[config.mk]
export PLATFORM = sky130hd
export DESIGN_NAME = fp_addsub_slot_flat
export DESIGN_NICKNAME = d
export VERILOG_FILES = /design/src/rtl/fp_addsub_slot_if.sv /design/src/rtl/fp_addsub_slot.sv /design/src/flat_wrapper.sv
export SDC_FILE = /design/constraint.sdc
export NUM_CORES = 1
export LEC_CHECK = 0
export BUFFER_PORTS_ARGS = -buffer_cell sky130_fd_sc_hd__buf_2
export CAP_MARGIN = 10
export CORE_UTILIZATION = 40
export CTS_CLUSTER_DIAMETER = 30
export CTS_CLUSTER_SIZE = 28
export DETAILED_ROUTE_END_ITERATION = 8
export SYNTH_ARGS = -nofsm -noshare
export SYNTH_HDL_FRONTEND = slang
export SYNTH_SLANG_ARGS = --single-unit
[constraint.sdc]
create_clock -name clk -period 13.2 [get_ports clk]
set_clock_uncertainty 0.2 [all_clocks]
set_input_delay 1.32 -clock clk [delete_from_list [all_inputs] [get_ports clk]]
set_output_delay 1.32 -clock clk [all_outputs]
set_load 0.03 [all_outputs]
[src/rtl/fp_addsub_slot_if.sv]
// Slot bus bundle for fp_addsub_slot: select, read/write strobes,
// word address, write data and registered read data.
interface fp_addsub_slot_if #(
    parameter int DATA_W = 32
);
    logic              cs;
    logic              read;
    logic              write;
    logic [4:0]        addr;
    logic [DATA_W-1:0] wr_data;
    logic [DATA_W-1:0] rd_data;

    modport master (
        output cs, read, write, addr, wr_data,
        input  rd_data
    );

    modport slave (
        input  cs, read, write, addr, wr_data,
        output rd_data
    );
endinterface

[src/rtl/fp_addsub_slot.sv]
// Memory-mapped floating-point add/subtract slot. Software loads OPA/OPB,
// pulses START (optionally with SUB) in CTRL, polls STATUS and reads RESULT.
// The datapath walks ALIGN -> ADD -> NORM -> ROUND, one cycle each, with
// round-to-nearest-even, flush-to-zero of subnormals and exception flags.
module fp_addsub_slot #(
    parameter int EXP_W  = 8,
    parameter int MAN_W  = 23,
    parameter int DATA_W = 32
) (
    input  logic            clk,
    input  logic            reset,
    fp_addsub_slot_if.slave bus
);
    localparam int FW  = 1 + EXP_W + MAN_W;     // packed float width
    localparam int SW  = MAN_W + 4;             // hidden + fraction + G/R/S
    localparam int EW2 = EXP_W + 2;             // exponent with sign/overflow room
    localparam int LZW = $clog2(SW + 1);

    localparam logic [EXP_W-1:0] EXP_MAX = '1;
    localparam logic [FW-1:0]    QNAN    = {1'b0, {EXP_W{1'b1}}, 1'b1, {(MAN_W-1){1'b0}}};

    localparam logic [2:0] A_OPA    = 3'd0;
    localparam logic [2:0] A_OPB    = 3'd1;
    localparam logic [2:0] A_CTRL   = 3'd2;
    localparam logic [2:0] A_STATUS = 3'd3;
    localparam logic [2:0] A_RESULT = 3'd4;

    typedef enum logic [2:0] {ST_IDLE, ST_ALIGN, ST_ADD, ST_NORM, ST_ROUND} state_t;

    state_t state_q, state_d;

    // Software-visible registers
    logic [FW-1:0]     opa_q, opb_q, result_q;
    logic              sub_q, run_sub_q;
    logic              done_q, ovf_q, unf_q, nan_q, inexact_q, zero_q;
    logic [DATA_W-1:0] rd_data_q, read_mux;

    // Working registers shared by the pipeline steps (one operation in flight)
    logic              w_sign, w_eff_sub, w_special, w_nan, w_zero;
    logic [EW2-1:0]    w_exp;
    logic [SW-1:0]     w_sig_x, w_sig_y, w_sig;
    logic [SW:0]       w_sum;
    logic [FW-1:0]     w_spec_val;

    // Bus decode
    logic [2:0] reg_addr;
    logic       wr_en, rd_en, busy, cfg_wr, start;
    logic       unused_bus;

    assign reg_addr   = bus.addr[2:0];
    assign wr_en      = bus.cs & bus.write;
    assign rd_en      = bus.cs & bus.read;
    assign busy       = (state_q != ST_IDLE);
    assign cfg_wr     = wr_en & ~busy;
    assign start      = cfg_wr && (reg_addr == A_CTRL) && bus.wr_data[0];
    assign unused_bus = &{1'b0, bus.addr, bus.wr_data};

    function automatic logic [LZW-1:0] count_lz(input logic [SW-1:0] v);
        logic [LZW-1:0] n;
        n = LZW'(SW);
        for (int i = 0; i < SW; i++) begin
            if (v[i]) n = LZW'(SW - 1 - i);
        end
        return n;
    endfunction

    // ---------------------------------------------------------------- FSM
    // State register: reset aborts any operation in flight.
    // NOTE: sequential state uses non-blocking assignments so every register samples pre-edge values.
    always_ff @(posedge clk or posedge reset) begin
        if (reset) state_q <= ST_IDLE;
        else       state_q <= state_d;
    end

    // Next state: fixed one-cycle walk through the datapath steps.
    // NOTE: every combinationally written signal gets a default first so no latch is inferred.
    always_comb begin
        state_d = state_q;
        case (state_q)
            ST_IDLE:  if (start) state_d = ST_ALIGN;
            ST_ALIGN: state_d = ST_ADD;
            ST_ADD:   state_d = ST_NORM;
            ST_NORM:  state_d = ST_ROUND;
            ST_ROUND: state_d = ST_IDLE;
            default:  state_d = ST_IDLE;
        endcase
    end

    // -------------------------------------------------------------- ALIGN
    logic                sign_a, sign_b, sx, sy, nan_a, nan_b, inf_a, inf_b, a_ge_b;
    logic [EXP_W-1:0]    exp_a, exp_b, ex, ey, diff;
    logic [MAN_W-1:0]    frac_a, frac_b;
    logic [SW-1:0]       sig_a, sig_b, sig_x, sig_y, sig_y_al, lost_mask;
    logic                al_special, al_nan;
    logic [FW-1:0]       al_spec_val;

    // Unpack, flush subnormals, order by magnitude and align the smaller operand.
    always_comb begin
        sign_a = opa_q[FW-1];
        sign_b = opb_q[FW-1] ^ run_sub_q;
        exp_a  = opa_q[FW-2:MAN_W];
        exp_b  = opb_q[FW-2:MAN_W];
        frac_a = (exp_a == '0) ? '0 : opa_q[MAN_W-1:0];
        frac_b = (exp_b == '0) ? '0 : opb_q[MAN_W-1:0];
        nan_a  = (exp_a == EXP_MAX) && (frac_a != '0);
        nan_b  = (exp_b == EXP_MAX) && (frac_b != '0);
        inf_a  = (exp_a == EXP_MAX) && (frac_a == '0);
        inf_b  = (exp_b == EXP_MAX) && (frac_b == '0);
        sig_a  = (exp_a == '0) ? '0 : {1'b1, frac_a, 3'b000};
        sig_b  = (exp_b == '0) ? '0 : {1'b1, frac_b, 3'b000};

        a_ge_b = {exp_a, frac_a} >= {exp_b, frac_b};
        if (a_ge_b) begin
            sx = sign_a; ex = exp_a; sig_x = sig_a;
            sy = sign_b; ey = exp_b; sig_y = sig_b;
        end else begin
            sx = sign_b; ex = exp_b; sig_x = sig_b;
            sy = sign_a; ey = exp_a; sig_y = sig_a;
        end

        diff      = ex - ey;
        lost_mask = '0;
        if (32'(diff) >= 32'(MAN_W + 3)) begin
            sig_y_al = {{(SW-1){1'b0}}, |sig_y};
        end else begin
            lost_mask = (SW'(1) << diff) - SW'(1);
            sig_y_al  = (sig_y >> diff) | {{(SW-1){1'b0}}, |(sig_y & lost_mask)};
        end

        al_special = nan_a | nan_b | inf_a | inf_b;
        al_nan     = nan_a | nan_b | (inf_a & inf_b & (sign_a != sign_b));
        if (al_nan)     al_spec_val = QNAN;
        else if (inf_a) al_spec_val = {sign_a, EXP_MAX, {MAN_W{1'b0}}};
        else            al_spec_val = {sign_b, EXP_MAX, {MAN_W{1'b0}}};
    end

    // ---------------------------------------------------------------- ADD
    logic [SW:0] sum_d;
    assign sum_d = w_eff_sub ? ({1'b0, w_sig_x} - {1'b0, w_sig_y})
                             : ({1'b0, w_sig_x} + {1'b0, w_sig_y});

    // --------------------------------------------------------------- NORM
    logic [LZW-1:0] lz;
    logic [SW-1:0]  n_sig;
    logic [EW2-1:0] n_exp;
    logic           n_zero;

    // Renormalise: carry shifts right, otherwise leading zeros shift left.
    always_comb begin
        lz     = count_lz(w_sum[SW-1:0]);
        n_sig  = '0;
        n_exp  = '0;
        n_zero = 1'b0;
        if (w_sum[SW]) begin
            n_sig = {w_sum[SW:2], w_sum[1] | w_sum[0]};
            n_exp = w_exp + EW2'(1);
        end else if (w_sum == '0) begin
            n_zero = 1'b1;
        end else begin
            n_sig = w_sum[SW-1:0] << lz;
            n_exp = w_exp - EW2'(lz);
        end
    end

    // -------------------------------------------------------------- ROUND
    logic [MAN_W:0]   mant;
    logic [MAN_W+1:0] mant_r;
    logic [MAN_W-1:0] r_frac;
    logic [EW2-1:0]   r_exp;
    logic             rnd_up, lost;
    logic [FW-1:0]    fin_result;
    logic             fin_ovf, fin_unf, fin_nan, fin_inexact, fin_zero;

    // Round to nearest even, then classify the final exponent.
    always_comb begin
        mant   = w_sig[SW-1:3];
        lost   = |w_sig[2:0];
        rnd_up = w_sig[2] & (w_sig[1] | w_sig[0] | mant[0]);
        mant_r = {1'b0, mant} + {{(MAN_W+1){1'b0}}, rnd_up};
        if (mant_r[MAN_W+1]) begin
            r_exp  = w_exp + EW2'(1);
            r_frac = mant_r[MAN_W:1];
        end else begin
            r_exp  = w_exp;
            r_frac = mant_r[MAN_W-1:0];
        end

        fin_result  = {w_sign, r_exp[EXP_W-1:0], r_frac};
        fin_ovf     = 1'b0;
        fin_unf     = 1'b0;
        fin_nan     = 1'b0;
        fin_inexact = 1'b0;
        fin_zero    = 1'b0;
        if (w_special) begin
            fin_result = w_spec_val;
            fin_nan    = w_nan;
        end else if (w_zero) begin
            fin_result = {w_sign, {(FW-1){1'b0}}};
            fin_zero   = 1'b1;
        end else if (!r_exp[EW2-1] && (r_exp >= {2'b00, EXP_MAX})) begin
            fin_result  = {w_sign, EXP_MAX, {MAN_W{1'b0}}};
            fin_ovf     = 1'b1;
            fin_inexact = 1'b1;
        end else if (r_exp[EW2-1] || (r_exp == '0)) begin
            // A nonzero value below the smallest normal is lost entirely.
            fin_result  = {w_sign, {(FW-1){1'b0}}};
            fin_unf     = 1'b1;
            fin_inexact = 1'b1;
        end else begin
            fin_inexact = lost;
        end
    end

    // Datapath working registers, loaded by whichever step is active.
    always_ff @(posedge clk or posedge reset) begin
        if (reset) begin
            w_sign     <= 1'b0;
            w_eff_sub  <= 1'b0;
            w_special  <= 1'b0;
            w_nan      <= 1'b0;
            w_zero     <= 1'b0;
            w_exp      <= '0;
            w_sig_x    <= '0;
            w_sig_y    <= '0;
            w_sig      <= '0;
            w_sum      <= '0;
            w_spec_val <= '0;
        end else begin
            case (state_q)
                ST_ALIGN: begin
                    w_sign     <= sx;
                    w_eff_sub  <= sx ^ sy;
                    w_exp      <= {2'b00, ex};
                    w_sig_x    <= sig_x;
                    w_sig_y    <= sig_y_al;
                    w_special  <= al_special;
                    w_nan      <= al_nan;
                    w_spec_val <= al_spec_val;
                end
                ST_ADD: w_sum <= sum_d;
                ST_NORM: begin
                    w_sig  <= n_sig;
                    w_exp  <= n_exp;
                    w_zero <= n_zero;
                    // Exact cancellation is +0; like-signed zeros keep their sign.
                    if (n_zero) w_sign <= w_sign & ~w_eff_sub;
                end
                default: ;
            endcase
        end
    end

    // Software registers: config writes when idle, result/flags at ROUND exit.
    always_ff @(posedge clk or posedge reset) begin
        if (reset) begin
            opa_q     <= '0;
            opb_q     <= '0;
            sub_q     <= 1'b0;
            run_sub_q <= 1'b0;
            result_q  <= '0;
            done_q    <= 1'b0;
            ovf_q     <= 1'b0;
            unf_q     <= 1'b0;
            nan_q     <= 1'b0;
            inexact_q <= 1'b0;
            zero_q    <= 1'b0;
        end else begin
            if (cfg_wr) begin
                case (reg_addr)
                    A_OPA:   opa_q <= bus.wr_data[FW-1:0];
                    A_OPB:   opb_q <= bus.wr_data[FW-1:0];
                    A_CTRL:  sub_q <= bus.wr_data[1];
                    default: ;
                endcase
            end
            if (start) begin
                run_sub_q <= bus.wr_data[1];
                done_q    <= 1'b0;
                ovf_q     <= 1'b0;
                unf_q     <= 1'b0;
                nan_q     <= 1'b0;
                inexact_q <= 1'b0;
                zero_q    <= 1'b0;
            end
            if (state_q == ST_ROUND) begin
                result_q  <= fin_result;
                done_q    <= 1'b1;
                ovf_q     <= fin_ovf;
                unf_q     <= fin_unf;
                nan_q     <= fin_nan;
                inexact_q <= fin_inexact;
                zero_q    <= fin_zero;
            end
        end
    end

    // Read multiplexer; unused upper bits read as zero.
    always_comb begin
        read_mux = '0;
        case (reg_addr)
            A_OPA:    read_mux = DATA_W'(opa_q);
            A_OPB:    read_mux = DATA_W'(opb_q);
            A_CTRL:   read_mux = DATA_W'({sub_q, 1'b0});
            A_STATUS: read_mux = DATA_W'({zero_q, inexact_q, nan_q, unf_q, ovf_q, done_q, busy});
            A_RESULT: read_mux = DATA_W'(result_q);
            default:  read_mux = '0;
        endcase
    end

    // Registered read data, held until the next read.
    always_ff @(posedge clk or posedge reset) begin
        if (reset)      rd_data_q <= '0;
        else if (rd_en) rd_data_q <= read_mux;
    end

    assign bus.rd_data = rd_data_q;

endmodule

[src/flat_wrapper.sv]
// flat-port wrapper written by rule: the top's interface ports become plain ports
module fp_addsub_slot_flat 
#(
    parameter int EXP_W  = 8,
    parameter int MAN_W  = 23,
    parameter int DATA_W = 32
)
  (clk, reset, bus_cs, bus_read, bus_write, bus_addr, bus_wr_data, bus_rd_data);
  fp_addsub_slot_if #(.DATA_W(DATA_W)) bus_i ();
  input  logic clk;
  input  logic reset;
  input wire logic [$bits(bus_i.cs)-1:0] bus_cs;
  input wire logic [$bits(bus_i.read)-1:0] bus_read;
  input wire logic [$bits(bus_i.write)-1:0] bus_write;
  input wire logic [$bits(bus_i.addr)-1:0] bus_addr;
  input wire logic [$bits(bus_i.wr_data)-1:0] bus_wr_data;
  output wire logic [$bits(bus_i.rd_data)-1:0] bus_rd_data;
  assign bus_i.cs = bus_cs;
  assign bus_i.read = bus_read;
  assign bus_i.write = bus_write;
  assign bus_i.addr = bus_addr;
  assign bus_i.wr_data = bus_wr_data;
  assign bus_rd_data = bus_i.rd_data;
  fp_addsub_slot #(.EXP_W(EXP_W), .MAN_W(MAN_W), .DATA_W(DATA_W)) u_core (.clk(clk), .reset(reset), .bus(bus_i));
endmodule
======== Word-level counts from Yosys, hierarchy flattened ========
Index checks and enable logic that the tools add are counted.
word-level totals
  register bits after elaboration ......... 295
  latch bits .............................. 0
  bits in writable memories ............... 0
  bits in read-only memories .............. 0
  input bits .............................. 42
  output and inout bits ................... 32
  word-level logic and storage cells ...... 179
  memories ................................ 0
operators by class
  add/subtract/negate cells ............... 7
  multiply operators ...................... 0
  div/mod/pow operators ................... 0
  magnitude comparators ................... 3
  equality and inequality tests ........... 13
  shift-type cells ........................ 3
  muxes and demuxes ....................... 80
  bitwise gates (word level) .............. 20
  reductions and logical operators ........ 29
operators with widths
  cell                     count
  $mux W27                 7
  $pmux W32 S5             1
  $mux W32                 3
  $mux W31                 3
  $mux W5                  16
  $mux W23                 3
  $reduce_or A27 Y1        2
  $logic_not A23 Y1        2
  $reduce_bool A23 Y1      2
  $mux W4                  8
  $ge A31 B31 Y1           1
  $mux W10                 3
  $add A27 B27 Y28         1
  $logic_not A28 Y1        1
  $mux W28                 1
  $sub A27 B27 Y28         1
  $and A27 B27 Y27         1
  $mux W1                  27
  $or A27 B1 Y27           1
  $shl A1 B8 Y27 const A   1
  $shl A27 B5 Y27          1
  $shr A27 B8 Y27          1
  $sub A27 B2 Y27 const B  1
  $add A24 B1 Y25          1
  31 further kinds         66

======== Depth between registers and ports, before layout ========
Gate-level depths: netlist (run 1).
  depth after elaboration ................. 31
  depth in mapped cells ................... 31
  mapped depth without buffers ............ 25

======== Worst setup path before layout (run 1) ========
OpenSTA, ideal clock, no wires.
  path type ............................... flip-flop to flip-flop
  from .................................... register u_core.opa_q[24]
  to ...................................... register u_core.w_sig_y[0]
  library setup time ...................... 0.135 ns
  arrival ................................. 5.886 ns
  data required time ...................... 12.865 ns
  path slack .............................. 6.980 ns
  cell stages (with the launch flop) ...... 30
  buffers on the path ..................... 6
  period minus slack after synthesis ...... 6.220 ns
  path through ............................ dfrtp_1 > clkbuf_1 > nor4_1 > nand2_1 > clkbuf_1 > clkbuf_1 > and2_1 > ha_1 > nand2_1 > o21ai_0 > a21oi_1 > o211ai_1 > o211ai_1 > nand2_1 > clkbuf_1 > buf_1 > a22oi_1 > ha_1 > nand2_1 > or3b_1 > o31ai_1 > a31oi_1 > or2_2 > xnor2_1 > clkbuf_1 > nand2_1 > a2111oi_0 > a21oi_1 > o31ai_1 > a22oi_1
between the ends
  cells in the longest elaborated chain, start to end .. 11
  elaborated cells between the ends (all ways) .. 17
  those cells by class .................... add/sub: 2; order compare: 2; shift: 2; mux: 6; bitwise: 2; reduce/logical: 3
ends and longest elaborated chain
  element                 RTL line                                      text
  start, declared         fp_addsub_slot.sv:33                          logic [FW-1:0] opa_q, opb_q, result_q;
  start signal, assigned  fp_addsub_slot.sv:270                         A_OPA: opa_q <= bus.wr_data[FW-1:0];
  $logic_not A8 Y1        fp_addsub_slot.sv:103, fp_addsub_slot.sv:109
  $mux W23                fp_addsub_slot.sv:103                         frac_a = (exp_a == '0) ? '0 : opa_q[MAN_W-1:0];
  $ge A31 B31 Y1          fp_addsub_slot.sv:112                         a_ge_b = {exp_a, frac_a} >= {exp_b, frac_b};
  $mux W8                 fp_addsub_slot.sv:113                         if (a_ge_b) begin
  $sub A8 B8 Y8           fp_addsub_slot.sv:121                         diff = ex - ey;
  $shl A1 B8 Y27          fp_addsub_slot.sv:126                         lost_mask = (SW'(1) << diff) - SW'(1);
  $sub A27 B2 Y27         fp_addsub_slot.sv:126
  $and A27 B27 Y27        fp_addsub_slot.sv:127                         sig_y_al = (sig_y >> diff) | {{(SW-1){1'b0}}, |(sig_y & lost_mask)};
  $reduce_or A27 Y1       fp_addsub_slot.sv:127
  $or A27 B1 Y27          fp_addsub_slot.sv:127
  $mux W27 *              fp_addsub_slot.sv:123                         if (32'(diff) >= 32'(MAN_W + 3)) begin
  end signal, assigned    fp_addsub_slot.sv:235                         w_sig_y <= sig_y_al;
  end, declared           fp_addsub_slot.sv:41                          logic [SW-1:0] w_sig_x, w_sig_y, w_sig;
Mark *: on every way between the ends. The rest lies on a longest branch, timed or not.
A chain may end at the register's enable or synchronous reset.

======== Worst setup path after layout (run 1) ========
  from .................................... register u_core.opa_q[26]
  to ...................................... register u_core.w_sig_y[13]
between the ends
  cells in the longest elaborated chain, start to end .. 8
  elaborated cells between the ends (all ways) .. 12
  those cells by class .................... add/sub: 1; order compare: 2; shift: 1; mux: 6; bitwise: 1; reduce/logical: 1
ends and longest elaborated chain
  element           RTL line
  $logic_not A8 Y1  fp_addsub_slot.sv:103, fp_addsub_slot.sv:109
  $mux W23          fp_addsub_slot.sv:103
  $ge A31 B31 Y1    fp_addsub_slot.sv:112
  $mux W8           fp_addsub_slot.sv:113
  $sub A8 B8 Y8     fp_addsub_slot.sv:121
  $shr A27 B8 Y27   fp_addsub_slot.sv:127
  $or A27 B1 Y27    fp_addsub_slot.sv:127
  $mux W27 *        fp_addsub_slot.sv:123
Marked as above.

==> results.cfg, run 1 <==
[outcome]
outcome = finished, final reports clean

[synth]
synth_compound_area_share_pct = 23.4
ys_seq_elements = 262
synthTopCellsByArea = dfrtp_1 35%, nand2_1 5.8%, o21ai_0 5.6%
ys_warn_count = 0
syn-cell-area_um2 = 18700
synth_fa_ha_area_share_pct = 4.39
synthMuxAreaShare_pct = 10.5
ys_async_sr_fraction_pct = 100
syn_area_per_cell_um2 = 8.42
synth_top_cell_by_area = dfrtp_1
synthSimpleGateAreaFrac_pct = 18.0
synth_top_family_by_area = compound AO/OA/AOI/OAI gates
syn-num-nets = 2326
synth_top_area_share_pct = 35.1
ys_seq_area_share_pct = 35.1
synth_edf_count = 0
synth_top_cells_by_count = 291 x nand2_1, 262 x dfrtp_1, 209 x o21ai_0
synth.distinct_cells = 89
synth.most_common_cell = nand2_1
syn_inst = 2219
synth_xor_area_share_pct = 4.40
ys.flop_type = dfrtp_1

[placed_design]
dpl.hpwl_um = 46500
port_buffers = 71
gp_congestion = 0.932

[cts]
cts_root_buffer = clkbuf_16
cts_tree = yes
cts.sinks = 262
holdBufCountCts = 0
post_cts_resized = 0
cts_htree_levels = 3
clk_latency_ns = 0.59
cts_setup_buffers = 0
cts_buffers = 71
clk_pin_slew_ns = 0.05
clockBufferDepth = 3

[critical_path]
worst_ep_arrival_time_ns = 7.96
path_class = reg -> reg
endpoint_kind = flop
worst_ep_required_time_ns = 13.49
critPathLaunchType = flop
path_max_fanout = 26

[global_route]
track_usage_pct = 26.9
grt_start_max_net_pins = 128
grt_pass1_vias = 16900
overflow = 0
antenna_found_initial = 0
grt_pass1_wl_um = 99100

[drt]
vias = 17500
drt_wl_total_um = 63300
viasPerCell = 6.02
final_antenna_net_count = 0
drtIter0Drc = 1624
dr_wl_met2_um = 28500
wl_met1_um = 27800
wl_met3_um = 5120
wire_per_inst_um = 21.8
drc = 0
top_layer = met4
firstDrtPassIters = 6

[finish]
syn_to_final_growth_pct = 17.1
diodes = 0
drive_gt1_share_pct = 15.1
nets = 2355

[timing]
max_slew_margin_pct = 29.3
fmax_ghz = 0.130
fin_crit_sh_pct = 58.1
tns_ns = 0
slew_violations = 0
worst_slew_pin_slew_ns = 1.06
hold_viol_final = 0
period_needed_ns = 7.67
rsz0062_at_grt = no
finalSetupViolations = 0

[floorplan]
dieWidth_um = 218
rows = 78
dieHeight_um = 218
num_io_pins = 74
start_util_pct = 40.8
core-area_um2 = 45800
die-area_um2 = 47600

[min_path]
hp-class = reg -> reg

[run]
maxCapViolCount = 0
==> layout by cell type, fill, tap and decap left out, types with 15 or more instances in the layout <==
cell,n
a22oi_1,21
mux2_2,79
buf_4,26
ha_1,64
a211oi_1,18
a31oi_1,22
nand2b_1,19
a21oi_1,161
nand3_1,52
dfrtp_1,262
a22o_1,43
o22ai_1,17
nor2_1,186
inv_1,54
nor3_1,38
a21o_1,16
o31ai_1,17
nand2_1,290
nor4_1,33
and3_1,22
o21a_1,16
mux2i_1,91
buf_2,71
xor2_1,36
o21ai_0,209
and2_1,26
nand4_1,19
o211ai_1,15
clkbuf_16,73
xnor2_1,57
==> worst max-delay path, cell delays in order (launching register included) <==
cell and delay [ns]:
dfrtp_1 0.57, nor4_1 0.33, nand2_1 0.58, and2_1 0.50, ha_1 0.34, a21oi_1 0.14
o21ai_0 0.09, a21oi_1 0.21, o211ai_1 0.22, o211ai_1 0.21, buf_4 0.29, nand2_2 0.10
nor2_1 0.10, a22oi_1 0.07, ha_1 0.24, nand2_1 0.09, or3b_1 0.34, o31ai_1 0.22
a31oi_1 0.12, o31ai_4 0.39, nor4b_1 0.34, o21a_1 0.56, nor2_2 0.30, o32ai_1 0.61
mux2i_1 0.15, o21ai_0 0.21
==> state kept, by name, indices dropped and copies added (netlist names), 10 cells and up <==
register,flops
u_core.w_sum,28
u_core.result_q,32
u_core.w_sig_y,27
u_core.opa_q,32
u_core.w_sig,27
u_core.w_sig_x,24
u_core.opb_q,32
u_core.bus.rd_data,32
u_core.w_exp,10
==> per-stage QoR <==
| stage | utilization [%] | cell area (um^2) | hold slack (ns) | std cells | setup WS (ns) |
|---|---|---|---|---|---|
| after floorplan | - | 18700 | 0.236 | 2219 | 4.47 |
| after global placement | 42.5 | 19500 | 0.251 | 2774 | 5.91 |
| after detailed placement | 42.5 | 19500 | 0.253 | 2774 | 5.83 |
| after CTS | 47.8 | 21900 | 0.268 | 2902 | 5.73 |
| after global routing | 47.8 | 21900 | 0.297 | 2903 | 4.94 |
| final | 47.8 | 21900 | 0.268 | 2903 | 5.53 |
==> per-layer routing <==
| layer | GRT usage, % | vias up |
|---|---|---|
| li1 | - | 8204 |
| met1 | 36.5 | 8552 |
| met2 | 41.3 | 615 |
| met3 | 6.95 | 108 |
| met4 | 9.56 | 0 |
| met5 | 0 | - |
==> final timing paths <==
kind / start / endpoint / slack (ns) / cells past startpoint
setup / recovery: u_core.opa_q[26]$_DFFE_PP0P_ / u_core.w_sig_y[13]$_DFFE_PP0P_ / 5.53 / 25
hold / removal: u_core.w_spec_val[30]$_DFFE_PP0P_ / u_core.w_spec_val[30]$_DFFE_PP0P_ / 0.27 / 1
setup reg to reg: u_core.opa_q[26]$_DFFE_PP0P_ / u_core.w_sig_y[13]$_DFFE_PP0P_ / 5.53 / 25
hold reg to reg: u_core.w_spec_val[30]$_DFFE_PP0P_ / u_core.w_spec_val[30]$_DFFE_PP0P_ / 0.27 / 1
max in group asynchronous: reset / u_core.w_sig_x[10]$_DFFE_PP0P_ / 9.74 / 4
min in group asynchronous: reset / u_core.result_q[8]$_DFFE_PP0P_ / 0.69 / 2
==> cells by family after synthesis <==
logic type                 Yosys count
and+or+nand+nor                    740
xor gates and xnor gates            94
muxes                              177
DFF                                262
buffers and inverters              201
adders and majority gates           65
AOI/OAI and AO/OA                  680
==> cell type report <==
type                       count  area, um^2
fill                        4365       23900
sequential                   262        6560
timing repair buffer          98         578
tap                          600         751
clock inverter                44         500
inverter                      59         229
multi-input combinational   1756       11400
clock buffer                  84        1900
Power of run 1 is not shown: default switching activity piles up to over one toggle a cycle in this logic, so the estimate is an artifact.
==> run 2, diff against run 1 <==
clock period = 6.57 ns   (was 13.2 ns; I/O delays follow)
==> run 2 against run 1 <==
Via count is 1.7% higher. Non-clock buffer count up 43. Die area unchanged. Sequential share of layout area is 0.41 points lower. Maximum frequency is 24% higher. Wire length grew 3.4%. Global-route usage up 0.69 points.
==> results.cfg, run 2 (same netlist as run 1, synthesis figures left out) <==
[global_route]
grt_pass1_vias = 17400
track_usage_pct = 27.6
antenna_found_initial = 1
gr-max-usage-layer = met2
use_met3_pct = 5.90
grt_start_max_net_pins = 164
grt_pass1_wl_um = 101000
overflow = 0
use_met1_pct = 37.1
grt_use_met2_pct = 43.2

[cts]
cts_buffers = 66
cts_tree = yes
clk_latency_ns = 0.59
cts.sinks = 262
cts_root_buffer = clkbuf_16
clk_pin_slew_ns = 0.05
cts_htree_levels = 3
clockBufferDepth = 3

[floorplan]
dieHeight_um = 218
num_io_pins = 74
core-area_um2 = 45800
die-area_um2 = 47600
start_util_pct = 40.8
rows = 78
dieWidth_um = 218

[min_path]
holdCritStartpoint = bus_wr_data[4]
hp-class = in -> reg
whs_path_depth = 2
hold-path-endpoint = u_core.opa_q[4]$_DFFE_PP0P_

[critical_path]
path_buf_inv = 2
r2r-start = u_core.opb_q[26]$_DFFE_PP0P_
worst_ep_required_time_ns = 6.80
reg2reg_to = u_core.w_sig_y[0]$_DFFE_PP0P_
worst_ep_arrival_time_ns = 6.42
endpoint_kind = flop
slowest_stage = a2111oi_0
cpMostUsedCell = nand2_1
cp.depth = 26
crit_family = compound AO/OA/AOI/OAI gates
r2r_cells = 26
critPathMaxStageDelay_ns = 0.43
critPathLaunchType = flop
path_class = reg -> reg
path_max_fanout = 28
rrSetupSlack_ns = 0.38

[placed_design]
gp_congestion = 0.931
dpl.hpwl_um = 48700
port_buffers = 71

[timing]
worst_slew_pin_slew_ns = 1.23
max_slew_margin_pct = 17.5
fmax_ghz = 0.161
finalSetupViolations = 0
rsz0062_at_grt = no
tns_ns = 0
hold_viol_final = 0
fin_crit_sh_pct = 94.3
period_needed_ns = 6.19
slew_violations = 0

[finish]
nets = 2394
final_common_cell = nand2_1
syn_to_final_growth_pct = 18.8
layout_common_cells = 290 x nand2_1, 262 x dfrtp_1, 209 x o21ai_0
drive_gt1_share_pct = 16.3

[drt]
final_antenna_net_count = 0
viasPerCell = 6.05
vias = 17800
firstDrtPassIters = 5
drc = 0
drtIter0Drc = 1826
drt_wl_total_um = 65500
wire_per_inst_um = 22.3

[outcome]
outcome = finished, final reports clean

[run]
maxCapViolCount = 0
## run 2: layer usage
metal,vias to the layer above,share of wire [%]
li1,8270,-
met1,8714,44
met2,659,45
met3,134,7.3
met4,2,3.5
met5,-,0.020
## run 2: worst max-delay path by stage
stage                                            start                            end  slack [ns]
after global placement    u_core.opa_q[26]$_DFFE_PP0P_  u_core.w_sig_y[0]$_DFFE_PP0P_        0.27
after detailed placement  u_core.opa_q[26]$_DFFE_PP0P_  u_core.w_sig_y[0]$_DFFE_PP0P_        0.30
after global routing      u_core.opb_q[30]$_DFFE_PP0P_  u_core.w_sig_y[0]$_DFFE_PP0P_        0.06
after floorplan           u_core.opa_q[24]$_DFFE_PP0P_  u_core.w_sig_y[0]$_DFFE_PP0P_        0.35
final                     u_core.opb_q[26]$_DFFE_PP0P_  u_core.w_sig_y[0]$_DFFE_PP0P_        0.38
after CTS                 u_core.opa_q[26]$_DFFE_PP0P_  u_core.w_sig_y[0]$_DFFE_PP0P_        0.24
## run 2: cell type report
cell class / count / area, um^2
Fill cell: 4416 / 23600
Inverter: 59 / 225
Antenna cell: 1 / 2.50
Sequential cell: 262 / 6560
Timing Repair Buffer: 141 / 921
Tap cell: 600 / 751
Clock inverter: 32 / 477
Clock buffer: 86 / 1820
Multi-Input combinational cell: 1757 / 11400
## run 2: worst register-to-register path: stages (launching register included)
cell	delay, ns
dfrtp_1	0.39
nor4_2	0.40
nand2_1	0.09
buf_4	0.24
nand2_1	0.15
inv_1	0.06
ha_1	0.27
nor2b_1	0.11
o21ai_0	0.11
a21oi_1	0.19
o211ai_1	0.22
o211ai_1	0.32
nand2_2	0.11
nor2_1	0.10
a22oi_1	0.07
ha_1	0.23
nand2_1	0.09
or3b_1	0.34
o31ai_1	0.20
a31oi_1	0.12
or2_2	0.39
xnor2_1	0.18
a221o_1	0.34
a2111oi_0	0.43
o221ai_1	0.20
a211oi_1	0.35
a22oi_1	0.15
## run 2: metrics by stage
| stage | instance area (um^2) | setup slack (ns) | hold WS, ns | utilization (%) | instances |
|---|---|---|---|---|---|
| finish | 22200 | 0.375 | 0.121 | 48.5 | 2938 |
| global route | 22200 | 0.0584 | 0.112 | 48.5 | 2937 |
| CTS | 22100 | 0.240 | 0.0990 | 48.3 | 2933 |
| detailed placement | 19800 | 0.298 | 0.257 | 43.3 | 2814 |
| global placement | 19800 | 0.269 | 0.253 | 43.3 | 2814 |
| floorplan | 18700 | 0.350 | 0.236 | - | 2219 |
## run 2: timing repair
action,4_1_cts,5_1_grt
setup endpoints to repair,0,26
gates resized for setup,0,10
buffers inserted,0,3
endpoints found under the hold margin,23,0
hold buffers,1,0
Power of run 2 is left out for the same reason.
